### config.mk
export PLATFORM = sky130hd
export DESIGN_NAME = calc_exec_unit_flat
export DESIGN_NICKNAME = d
export VERILOG_FILES = /design/src/rtl/calc_exec_unit_if.sv /design/src/rtl/calc_exec_unit.sv /design/src/flat_wrapper.sv
export SDC_FILE = /design/constraint.sdc
export NUM_CORES = 1
export LEC_CHECK = 0
export CAP_MARGIN = 20
export CORE_MARGIN = 3
export CORE_UTILIZATION = 52
export DETAILED_ROUTE_END_ITERATION = 6
export PLACE_DENSITY = 0.77
export REMOVE_ABC_BUFFERS = 1
export SLEW_MARGIN = 20
export SYNTH_ARGS = -nofsm -noshare
export SYNTH_HDL_FRONTEND = slang
export SYNTH_SLANG_ARGS = --single-unit
### constraint.sdc
create_clock -name clk -period 4.1 [get_ports clk]
set_clock_uncertainty 0.15 [all_clocks]
set_input_delay 0.615 -clock clk [delete_from_list [all_inputs] [get_ports clk]]
set_output_delay 0.615 -clock clk [all_outputs]
set_load 0.01 [all_outputs]
### src/rtl/calc_exec_unit_if.sv
// Operand/opcode request channel and result/flag response channel of the execution unit.
// Purely structural bundle; no logic or storage.
// master drives requests and result-ready; slave (the unit) drives ready, results and flags.
interface calc_exec_unit_if #(
  parameter int WIDTH = 8
);
  logic               in_valid;
  logic               in_ready;
  logic [WIDTH-1:0]   a;
  logic [WIDTH-1:0]   b;
  logic [1:0]         op;
  logic               out_valid;
  logic               out_ready;
  logic [2*WIDTH-1:0] result;
  logic               carry;
  logic               borrow;
  logic               zero;
  logic               err;

  modport master (
    output in_valid, a, b, op, out_ready,
    input  in_ready, out_valid, result, carry, borrow, zero, err
  );

  modport slave (
    input  in_valid, a, b, op, out_ready,
    output in_ready, out_valid, result, carry, borrow, zero, err
  );
endinterface

### src/rtl/calc_exec_unit.sv
// 8-bit subtractor: a - b computed as a + ~b + 1.
// Combinational, zero latency.
// No handshake.
module subtractor_8bit (
  input  logic [7:0] a,
  input  logic [7:0] b,
  output logic [7:0] diff,
  output logic       borrow
);
  logic [8:0] sum;

  // Two's-complement add; a missing carry-out means a < b.
  assign sum    = {1'b0, a} + {1'b0, ~b} + 9'd1;
  assign diff   = sum[7:0];
  assign borrow = ~sum[8];
endmodule

// Single-issue ADD/SUB/MUL execution unit with IDLE/EXEC/DONE handshake FSM.
// Latency: 1 cycle after accept for ADD/SUB/reserved, 8 cycles for MUL (shift-add).
// Backpressure: result held in DONE until out_ready; no new request taken until back in IDLE.
module calc_exec_unit #(
  parameter int WIDTH = 8
) (
  input  logic           clk,
  input  logic           rst,
  calc_exec_unit_if.slave bus
);
  typedef enum logic [1:0] {
    IDLE = 2'd0,
    EXEC = 2'd1,
    DONE = 2'd2
  } state_t;

  localparam logic [1:0] OP_ADD = 2'b00;
  localparam logic [1:0] OP_SUB = 2'b01;
  localparam logic [1:0] OP_MUL = 2'b10;

  state_t             state;
  logic [WIDTH-1:0]   a_reg;
  logic [WIDTH-1:0]   b_reg;
  logic [1:0]         op_reg;
  logic [2:0]         iter;
  logic [2*WIDTH-1:0] acc;

  logic [2*WIDTH-1:0] result_q;
  logic               carry_q;
  logic               borrow_q;
  logic               zero_q;
  logic               err_q;

  logic [WIDTH:0]     add_sum;
  logic [WIDTH-1:0]   sub_diff;
  logic               sub_borrow;
  logic [2*WIDTH-1:0] mul_addend;
  logic [2*WIDTH-1:0] mul_next;

  // All arithmetic works on the latched operands so bus changes after accept are harmless.
  assign add_sum = {1'b0, a_reg} + {1'b0, b_reg};

  subtractor_8bit u_sub (
    .a      (a_reg),
    .b      (b_reg),
    .diff   (sub_diff),
    .borrow (sub_borrow)
  );

  // One multiplier bit per EXEC cycle: add the shifted multiplicand when that bit is set.
  assign mul_addend = b_reg[iter] ? ({{WIDTH{1'b0}}, a_reg} << iter) : '0;
  assign mul_next   = acc + mul_addend;

  assign bus.in_ready  = (state == IDLE);
  assign bus.out_valid = (state == DONE);
  assign bus.result    = result_q;
  assign bus.carry     = carry_q;
  assign bus.borrow    = borrow_q;
  assign bus.zero      = zero_q;
  assign bus.err       = err_q;

  // Control FSM plus result/flag registers; results only change on the final EXEC edge.
  always_ff @(posedge clk) begin
    if (rst) begin
      state    <= IDLE;
      a_reg    <= '0;
      b_reg    <= '0;
      op_reg   <= '0;
      iter     <= '0;
      acc      <= '0;
      result_q <= '0;
      carry_q  <= 1'b0;
      borrow_q <= 1'b0;
      zero_q   <= 1'b0;
      err_q    <= 1'b0;
    end else begin
      case (state)
        IDLE: begin
          if (bus.in_valid) begin
            a_reg  <= bus.a;
            b_reg  <= bus.b;
            op_reg <= bus.op;
            acc    <= '0;
            iter   <= '0;
            state  <= EXEC;
          end
        end
        EXEC: begin
          case (op_reg)
            OP_ADD: begin
              result_q <= {{(WIDTH-1){1'b0}}, add_sum};
              carry_q  <= add_sum[WIDTH];
              borrow_q <= 1'b0;
              zero_q   <= (add_sum == '0);
              err_q    <= 1'b0;
              state    <= DONE;
            end
            OP_SUB: begin
              result_q <= {{WIDTH{1'b0}}, sub_diff};
              carry_q  <= 1'b0;
              borrow_q <= sub_borrow;
              zero_q   <= (sub_diff == '0);
              err_q    <= 1'b0;
              state    <= DONE;
            end
            OP_MUL: begin
              if (iter == 3'd7) begin
                result_q <= mul_next;
                carry_q  <= 1'b0;
                borrow_q <= 1'b0;
                zero_q   <= (mul_next == '0);
                err_q    <= 1'b0;
                iter     <= '0;
                state    <= DONE;
              end else begin
                acc  <= mul_next;
                iter <= iter + 3'd1;
              end
            end
            default: begin
              result_q <= '0;
              carry_q  <= 1'b0;
              borrow_q <= 1'b0;
              zero_q   <= 1'b1;
              err_q    <= 1'b1;
              state    <= DONE;
            end
          endcase
        end
        DONE: begin
          if (bus.out_ready) begin
            state <= IDLE;
          end
        end
        default: state <= IDLE;
      endcase
    end
  end
endmodule

### src/flat_wrapper.sv
// flat-port wrapper written by rule: the top's interface ports become plain ports
module calc_exec_unit_flat 
#(
  parameter int WIDTH = 8
)
  (clk, rst, bus_in_valid, bus_a, bus_b, bus_op, bus_out_ready, bus_in_ready, bus_out_valid, bus_result, bus_carry, bus_borrow, bus_zero, bus_err);
  calc_exec_unit_if #(.WIDTH(WIDTH)) bus_i ();
  input  logic clk;
  input  logic rst;
  input wire logic [$bits(bus_i.in_valid)-1:0] bus_in_valid;
  input wire logic [$bits(bus_i.a)-1:0] bus_a;
  input wire logic [$bits(bus_i.b)-1:0] bus_b;
  input wire logic [$bits(bus_i.op)-1:0] bus_op;
  input wire logic [$bits(bus_i.out_ready)-1:0] bus_out_ready;
  output wire logic [$bits(bus_i.in_ready)-1:0] bus_in_ready;
  output wire logic [$bits(bus_i.out_valid)-1:0] bus_out_valid;
  output wire logic [$bits(bus_i.result)-1:0] bus_result;
  output wire logic [$bits(bus_i.carry)-1:0] bus_carry;
  output wire logic [$bits(bus_i.borrow)-1:0] bus_borrow;
  output wire logic [$bits(bus_i.zero)-1:0] bus_zero;
  output wire logic [$bits(bus_i.err)-1:0] bus_err;
  assign bus_i.in_valid = bus_in_valid;
  assign bus_i.a = bus_a;
  assign bus_i.b = bus_b;
  assign bus_i.op = bus_op;
  assign bus_i.out_ready = bus_out_ready;
  assign bus_in_ready = bus_i.in_ready;
  assign bus_out_valid = bus_i.out_valid;
  assign bus_result = bus_i.result;
  assign bus_carry = bus_i.carry;
  assign bus_borrow = bus_i.borrow;
  assign bus_zero = bus_i.zero;
  assign bus_err = bus_i.err;
  calc_exec_unit #(.WIDTH(WIDTH)) u_core (.clk(clk), .rst(rst), .bus(bus_i));
endmodule
==> metrics, run 1 <==
Slew Limit Fails 0; Reg2Reg Depth 12; pwr dens 282.5 mW/mm^2; hold depth 2; vias in the first global route 3857; FF-to-FF End u_core.bus.zero$_SDFFE_PP0P_; DIE HEIGHT 96.80 um; CP arrival 4.06 ns; CP bufs+invs 0; H-tree depth 3; Crit path max-delay family compound AO/OA/AOI/OAI gates; Reg-to-Reg Start u_core.iter[0]$_SDFFE_PP0P_; Clock transition at path regs 0.07 ns; row count 32; Synth Instances 563; Worst Setup SP u_core.iter[0]$_SDFFE_PP0P_; syn avg cell area 7.614 sq um; clock root buffer clkbuf_8; slowest library cell on the worst path mux4_2; CP startpoint kind flip-flop; achievable clock frequency 0.2514 GHz; Hold Path Origin u_core.bus.result[8]$_SDFFE_PP0P_; DIE AREA 0.009369 sq mm; asr flop ratio synth 0%; final WL 11.59 mm; Area Overhead vs Synth 16.73%; Hold Path Sink u_core.bus.result[8]$_SDFFE_PP0P_; Hold-fix buffers, CTS 0; largest net degree at the start of global routing 60; mapped cell area 0.004287 sq mm; First DRT Iteration DRCs 359; Worst EP required 4.18 ns; worst vdd rail ir drop 0.1617 mV; Setup Crit Path Kind flip-flop to flip-flop; RSZ-0062 raised after global routing no; layout net count 655; Core Region 0.007848 sq mm; Routability Congestion 0.9224; Crit. End Element flip-flop; Tcrit/Tclk final 97.03%; most frequent cells in the layout nor2_1 (75), nand2_1 (64), dfxtp_1 (58); Final setup viols 0; top-level port count 44; CP Max Fanout 5; Max-slew headroom 45.52%; min-delay worst type flip-flop to flip-flop; Yosys reg bits 59; critical path depth 12; DR vias/cell 6.010; Synth warnings 0; Fill cells 714; Buffers on Ports 43; chip width 96.80 um; Register Area 0.001182 sq mm; worst slew pin tran 0.8172 ns; multi-input logic area 0.002920 sq mm; Post-synth EDFFs 0; initial core utilization 54.62%; layout cells sized above 1 9.318%; placed cell areas 0.004817 sq mm; Detailed Place HPWL 8.639 mm; CTS buffer count 9; ys flop type dfxtp_1; post-detailed-route wirelength per cell 16.49 um; Tmin final 3.978 ns; antenna violations before repair 0; Finished Layout Cells 703; most common cell after layout, fill and taps aside nor2_1; ANT cells 0; DR pass1 iterations 5; Post-CTS Resized 0; CTS Sinks 59; Setup WS pre-CTS 0.04779 ns; synth unique cells 62; slowest stage delay, CP 0.52 ns; Vias 4225; Sum Neg Setup Slack 0 ns; sequential share of the synthesized area 27.55%; Clk Latency, worst-skew pair 0.34 ns; flop-to-flop setup slack 0.12 ns; Final WS setup 0.1216 ns; # Post-CTS Setup Buffers 0; maxcap violations 0; GRT Util Overall 24.33%; Post-DRT Antenna Nets 0; # placed instances 688; status completed; DRC violations left 0; post-route cell area 0.005004 sq mm; wire length of the first global-routing pass 19.09 mm; Final Hold Fails 0; Lkg Pwr 1.921 nW; Max clock buf depth 2; TritonCTS clock tree yes; worst-path cell chain mux4_2, nand2_2, nor4_1, ha_2, fa_2, a21o_1, a2111o_1, a31oi_1, xnor2_1, nor4_1, or4b_1, o41ai_2; crit-path most repeated cell nor4_1; grt total ovfl 0
[cells by family (layout without fill, tap and decap cells)]
logic type | after synthesis | in the layout | share of synthesized area [%]
xor gates and xnor gates | 20 | 20 | 4.086
adders and majority gates | 36 | 36 | 11.03
and+or+nand+nor | 228 | 228 | 24.72
buffers and inverters | 56 | 94 | 4.904
muxes | 15 | 15 | 4.232
AOI/OAI and AO/OA | 149 | 149 | 23.47
DFF | 59 | 59 | 27.55
[synthesized netlist by cell type, drive strengths merged (7+ instances only)]
cell type  instances  share of area [%]
mux2i              8                1.9
dfxtp             59                 28
nor3              17                2.0
a22oi             12                2.1
nor2              75                6.6
nor2b             10                1.5
xor2               7                1.4
a21oi             52                6.1
and2               8                1.2
ha                33                9.6
inv               21                1.8
clkbuf            32                2.8
a211oi             9                1.6
nand3             16                1.9
a31oi             11                1.6
xnor2             13                2.7
nand2             66                5.8
o21ai             16                1.9
[where the power goes]
group	switching [mW]	internal (mW)	total (mW)
logic	0.188	0.144	0.333
clock network	0.230	0.230	0.460
registers	0.0255	0.595	0.621
[worst max path at each step]
stage	to	slack (ns)
2_1_floorplan	u_core.bus.zero$_SDFFE_PP0P_	0.03
3_3_place_gp	u_core.bus.zero$_SDFFE_PP0P_	0.18
3_5_place_dp	u_core.bus.zero$_SDFFE_PP0P_	0.05
4_1_cts	u_core.bus.zero$_SDFFE_PP0P_	0.01
5_1_grt	u_core.bus.zero$_SDFFE_PP0P_	0.01
6_report	u_core.bus.zero$_SDFFE_PP0P_	0.12
[metal layers]
| metal | up-vias | part of all wire, % | track usage [%] |
|---|---|---|---|
| met4 | 0 | 1.5 | 6.587 |
| met5 | - | 0 | 0 |
| met3 | 23 | 6.1 | 3.893 |
| met1 | 1966 | 47 | 33.86 |
| met2 | 151 | 46 | 39.17 |
| li1 | 2085 | - | - |
[worst reg2reg max path, delay by kind of cell, from the launching register on]
kind | cells | cell delay [ns]
compound gates | 4 | 1.14
xor+xnor | 1 | 0.15
flops | 1 | 0.37
fa+ha+maj | 2 | 0.56
mux | 1 | 0.52
simple gates | 4 | 1.00
[area by class of cell]
cell class	count	area share [%]
timing repair buffer	57	10.60
multi-input combinational	448	58.36
clock buffer	12	2.901
clock inverter	3	0.3001
sequential	59	23.63
inverter	22	1.650
tap	102	2.551
[metrics by stage]
stage | utilization [%] | hold slack [ns] | total power, mW
floorplan | - | 0.2801 | 0.8372
global placement | 61.38 | 0.2902 | 0.9484
detailed placement | 61.38 | 0.2961 | 0.9583
CTS | 63.42 | 0.3052 | 1.412
global route | 63.76 | 0.3412 | 1.482
finish | 63.76 | 0.3015 | 1.414
Note: power is estimated with default switching activity, not from simulation.
==> inputs of run 2 (changes only) <==
Settings changed: CORE_MARGIN 3 to default.
==> metrics, run 2 (synthesized netlist as in run 1, its figures left out) <==
Final Hold Fails 0 (unchanged); Final setup viols 0 (unchanged); min-delay worst type flip-flop to flip-flop; pwr dens 296.0 mW/mm^2 (+4.7%); vias in the first global route 3872 (+0.39%); post-detailed-route wirelength per cell 16.05 um (-2.7%); GRT Util Overall 27.93% (+3.6 points); achievable clock frequency 0.2573 GHz (+2.3%); Internal 1.038 mW (+7.1%); CTS buffer count 9 (unchanged); Post-DRT Antenna Nets 0 (unchanged); layout net count 656 (+0.15%); DR pass1 iterations 6 (+1); most common cell after layout, fill and taps aside nor2_1; DRT met1 WL 5.347 mm (-1.1%); clock root buffer clkbuf_8; Buffers on Ports 43 (unchanged); DRC violations left 0 (unchanged); top layer in use met4; Power Total 1.489 mW (+5.3%); placed cell areas 0.004810 sq mm (-0.16%); row count 32 (unchanged); Crit. End Element flip-flop; Switching Fraction 30.26% (-1.2 points); wire length of the first global-routing pass 18.80 mm (-1.5%); Tmin final 3.887 ns (-0.09115 ns); Clk Latency, worst-skew pair 0.35 ns (about the same); CP Max Fanout 5 (unchanged); CP arrival 3.99 ns (-0.07 ns); Tcrit/Tclk final 94.81% (-2.2 points); Logic pwr share 22.4% (-1.1 points); grt total ovfl 0 (unchanged); Met2 Routed Length 5.154 mm (-2.8%); post-route cell area 0.005031 sq mm (+0.55%); most frequent cells in the layout nor2_1 (75), nand2_1 (65), dfxtp_1 (58); Core Region 0.007848 sq mm (unchanged); layout cells sized above 1 8.970% (-0.35 points); DIE HEIGHT 92.80 um (-4.1%); Slew Limit Fails 0 (unchanged); worst slew pin tran 0.7964 ns (-0.02086 ns); First DRT Iteration DRCs 290 (-19%); Area Overhead vs Synth 17.37%; Seq pwr share 41.6% (-2.3 points); Vias 4227 (+0.047%); met3 WL 569 um (-20%); P_sw 0.4506 mW (+1.4%); ANT cells 0 (unchanged); largest net degree at the start of global routing 60 (unchanged); CP startpoint kind flip-flop; Clock transition at path regs 0.07 ns (about the same); top-level port count 44 (unchanged); antenna violations before repair 0 (unchanged); Worst EP required 4.21 ns (+0.03 ns); Sum Neg Setup Slack 0 ns (unchanged); Lkg Pwr 1.946 nW (+1.3%); final WL 11.30 mm (-2.5%); Max clock buf depth 2 (unchanged); DIE AREA 0.008611 sq mm (-8.1%); maxcap violations 0 (unchanged); status completed; Max-slew headroom 46.91% (+1.4 points); clock network power share 36.0% (+3.5 points); Routability Congestion 0.9280 (+0.61%); TritonCTS clock tree yes; Detailed Place HPWL 8.428 mm (-2.4%); initial core utilization 54.62% (unchanged); DR vias/cell 6.004 (about the same); H-tree depth 3 (unchanged); chip width 92.80 um (-4.1%); Setup Crit Path Kind flip-flop to flip-flop; CTS Sinks 59 (unchanged); worst vdd rail ir drop 0.1751 mV (+8.3%)
==> run 2: stage by stage <==
stage / utilization [%] / std cells / setup slack [ns] / hold slack (ns)
2_1_floorplan: - / 529 / 0.03003 / 0.2801
3_3_place_gp: 61.29 / 687 / 0.1610 / 0.2915
3_5_place_dp: 61.29 / 687 / 0.07590 / 0.2963
4_1_cts: 63.81 / 702 / 0.04349 / 0.3038
5_1_grt: 64.11 / 704 / -0.002440 / 0.3359
6_report: 64.11 / 704 / 0.2128 / 0.3045
==> run 2: routing by layer <==
layer	GRT usage, %	up-vias
met2	44.79	135
met4	11.15	0
li1	-	2082
met5	0	-
met3	3.695	15
met1	37.74	1995
==> run 2: path summary, 6_finish.rpt <==
path                                     startpoint                                end  slack, ns  cells past startpoint
setup / recovery        u_core.iter[0]$_SDFFE_PP0P_       u_core.bus.zero$_SDFFE_PP0P_       0.21                     12
hold / removal    u_core.bus.result[8]$_SDFFE_PP0P_  u_core.bus.result[8]$_SDFFE_PP0P_       0.30                      2
setup reg to reg        u_core.iter[0]$_SDFFE_PP0P_       u_core.bus.zero$_SDFFE_PP0P_       0.21                     12
hold reg to reg   u_core.bus.result[8]$_SDFFE_PP0P_  u_core.bus.result[8]$_SDFFE_PP0P_       0.30                      2
==> run 2: cell type report <==
type | count | area [sq um]
fill | 721 | 2816
sequential | 59 | 1182
clock inverter | 1 | 5.005
timing repair buffer | 58 | 538.0
tap | 102 | 127.6
multi-input combinational | 448 | 2903
clock buffer | 14 | 192.7
inverter | 22 | 82.58
==> run 2: timing repair <==
item	4_1_cts	5_1_grt
resized for setup	0	4
setup buffers	0	2
endpoints found under the setup margin	0	1
hold buffers	0	0
==> run 2: critical path, cell delays in order, from the launching register on <==
cell and delay (ns):
dfxtp_2 0.36, mux4_2 0.53, nand2_2 0.13, nor4_1 0.08, ha_1 0.23, fa_2 0.36
a21o_1 0.18, a2111o_1 0.49, a31oi_1 0.20, xnor2_1 0.14, nor4_1 0.26, or4b_1 0.47
o41ai_2 0.20
==> run 2: power by group through the flow <==
stage                     Sequential, mW  Combinational [mW]  Clock, mW
after global placement             0.630               0.319          0
after floorplan                    0.632               0.206          0
after detailed placement           0.632               0.326          0
after CTS                          0.619               0.327      0.544
final                              0.620               0.333      0.536
after global routing               0.623               0.365      0.568
==> inputs of run 3 (changes only) <==
Settings changed: GPL_TIMING_DRIVEN from default to 0.
==> metrics, run 3 (synthesized netlist as in run 1, its figures left out) <==
status completed; Fill cells 704 (-2.4%); post-detailed-route wirelength per cell 16.31 um (+1.6%); layout net count 647 (-1.4%); Clock transition at path regs 0.07 ns (about the same); Lkg Pwr 1.928 nW (-0.97%); antenna violations before repair 0 (unchanged); First DRT Iteration DRCs 302 (+4.1%); ANT cells 0 (unchanged); Area Overhead vs Synth 18.16%; layout cells sized above 1 9.596% (+0.63 points); Max-slew headroom 44.64% (-2.3 points); Tmin final 4.008 ns (+0.1206 ns); largest net degree at the start of global routing 35 (-42%); Crit. End Element flip-flop; Detailed Place HPWL 8.305 mm (-1.5%); DIE AREA 0.008611 sq mm (unchanged); Vias 4165 (-1.5%); Power Total 1.529 mW (+2.7%); worst vdd rail ir drop 0.2103 mV (+20%); DRC violations left 0 (unchanged); Max clock buf depth 2 (unchanged); Hold-fix buffers, CTS 0 (unchanged); Setup Crit Path Kind flip-flop to flip-flop; maxcap violations 0 (unchanged); most common cell after layout, fill and taps aside nor2_1; wire length of the first global-routing pass 18.83 mm (+0.19%); min-delay worst type flip-flop to flip-flop; Register Area 0.001189 sq mm (+0.53%); CTS buffer count 9 (unchanged); Slew Limit Fails 0 (unchanged); Post-DRT Antenna Nets 0 (unchanged); clock root buffer clkbuf_8; CP Max Fanout 5 (unchanged); Worst EP required 4.20 ns (about the same); CP arrival 4.11 ns (+0.12 ns); CTS Sinks 59 (unchanged); H-tree depth 3 (unchanged); chip width 92.80 um (unchanged); TritonCTS clock tree yes; worst-path cell chain mux4_2, nand2_4, nor4_1, ha_2, fa_2, a21o_1, a2111o_1, a41oi_2, xnor2_2, nor4_1, or4b_4, o41ai_2; slowest stage delay, CP 0.55 ns (+0.02 ns); Reg-to-Reg Start u_core.iter[0]$_SDFFE_PP0P_; pwr dens 301.8 mW/mm^2 (+2.0%); Final setup viols 0 (unchanged); Core Region 0.007848 sq mm (unchanged); DIE HEIGHT 92.80 um (unchanged); Buffers on Ports 43 (unchanged); top-level port count 44 (unchanged); grt total ovfl 0 (unchanged); achievable clock frequency 0.2495 GHz (-3.0%); crit-path most repeated cell nor4_1; DR vias/cell 5.984 (-0.33%); Routability Congestion 0.8875 (-4.4%); multi-input logic area 0.002974 sq mm (+2.5%); GRT Util Overall 27.48% (-0.45 points); Worst Setup SP u_core.iter[0]$_SDFFE_PP0P_; Hold Path Origin u_core.bus.result[8]$_SDFFE_PP0P_; Tcrit/Tclk final 97.75% (+2.9 points); worst slew pin tran 0.8200 ns (+0.02367 ns); final WL 11.35 mm (+0.48%); row count 32 (unchanged); initial core utilization 54.62% (unchanged); Sum Neg Setup Slack 0 ns (unchanged); Final Hold Fails 0 (unchanged); vias in the first global route 3856 (-0.41%); most frequent cells in the layout nor2_1 (75), nand2_1 (63), dfxtp_1 (57); DR pass1 iterations 5 (-1); Clk Latency, worst-skew pair 0.34 ns (about the same); slowest library cell on the worst path mux4_2; CP startpoint kind flip-flop
==> run 3: worst paths after layout <==
kind	end	slack (ns)	depth (start not counted)
worst min-delay path	u_core.bus.result[8]$_SDFFE_PP0P_	0.31	2
worst max-delay path	u_core.bus.zero$_SDFFE_PP0P_	0.09	12
worst min register to register	u_core.bus.result[8]$_SDFFE_PP0P_	0.31	2
worst max register to register	u_core.bus.zero$_SDFFE_PP0P_	0.09	12
==> run 3: layout make-up <==
| type | count | area share, % |
|---|---|---|
| clock buffers | 11 | 2.594 |
| clock inverters | 5 | 1.532 |
| flip-flops and latches | 59 | 23.47 |
| multi-input cells | 448 | 58.72 |
| inverters | 22 | 1.630 |
| well taps | 102 | 2.520 |
| repair buffers | 49 | 9.536 |
==> run 3: report_power, final <==
part | total, mW | switching (mW) | internal [mW] | leakage (nW)
Combinational | 0.323 | 0.182 | 0.141 | 1.34
Clock | 0.584 | 0.243 | 0.341 | 0.103
Sequential | 0.621 | 0.0273 | 0.594 | 0.481
==> run 3: per-layer routing <==
metal / global-route usage (%) / up-vias / part of all wire (%)
met1: 37.01 / 1933 / 47
met4: 8.846 / 0 / 1.7
li1: - / 2066 / -
met3: 4.516 / 17 / 5.2
met2: 44.61 / 149 / 46
met5: 0 / - / 0
==> run 3: per-stage QoR <==
step	setup WS, ns	utilization (%)	instances	instance area, sq um	hold slack [ns]
global placement	-0.4647	60.11	674	4717	0.2900
detailed placement	-0.4792	60.33	675	4735	0.2986
finish	0.09221	64.54	696	5065	0.3109
floorplan	0.03003	-	529	4159	0.2801
global route	-0.01854	64.54	696	5065	0.3188
CTS	0.01031	63.30	692	4967	0.3076
==> run 3: worst max-delay path, delay by kind of cell (launching register included) <==
kind	cells	cell delay, ns
compound gates	4	1.26
xor+xnor	1	0.14
simple gates	4	0.87
mux	1	0.55
flops	1	0.38
fa+ha+maj	2	0.56
==> run 3: repair_timing <==
item / 4_1_cts / 5_1_grt
pin swaps: 0 / 8
buffers inserted: 1 / 4
setup endpoints to repair: 6 / 4
gates resized for setup: 6 / 14
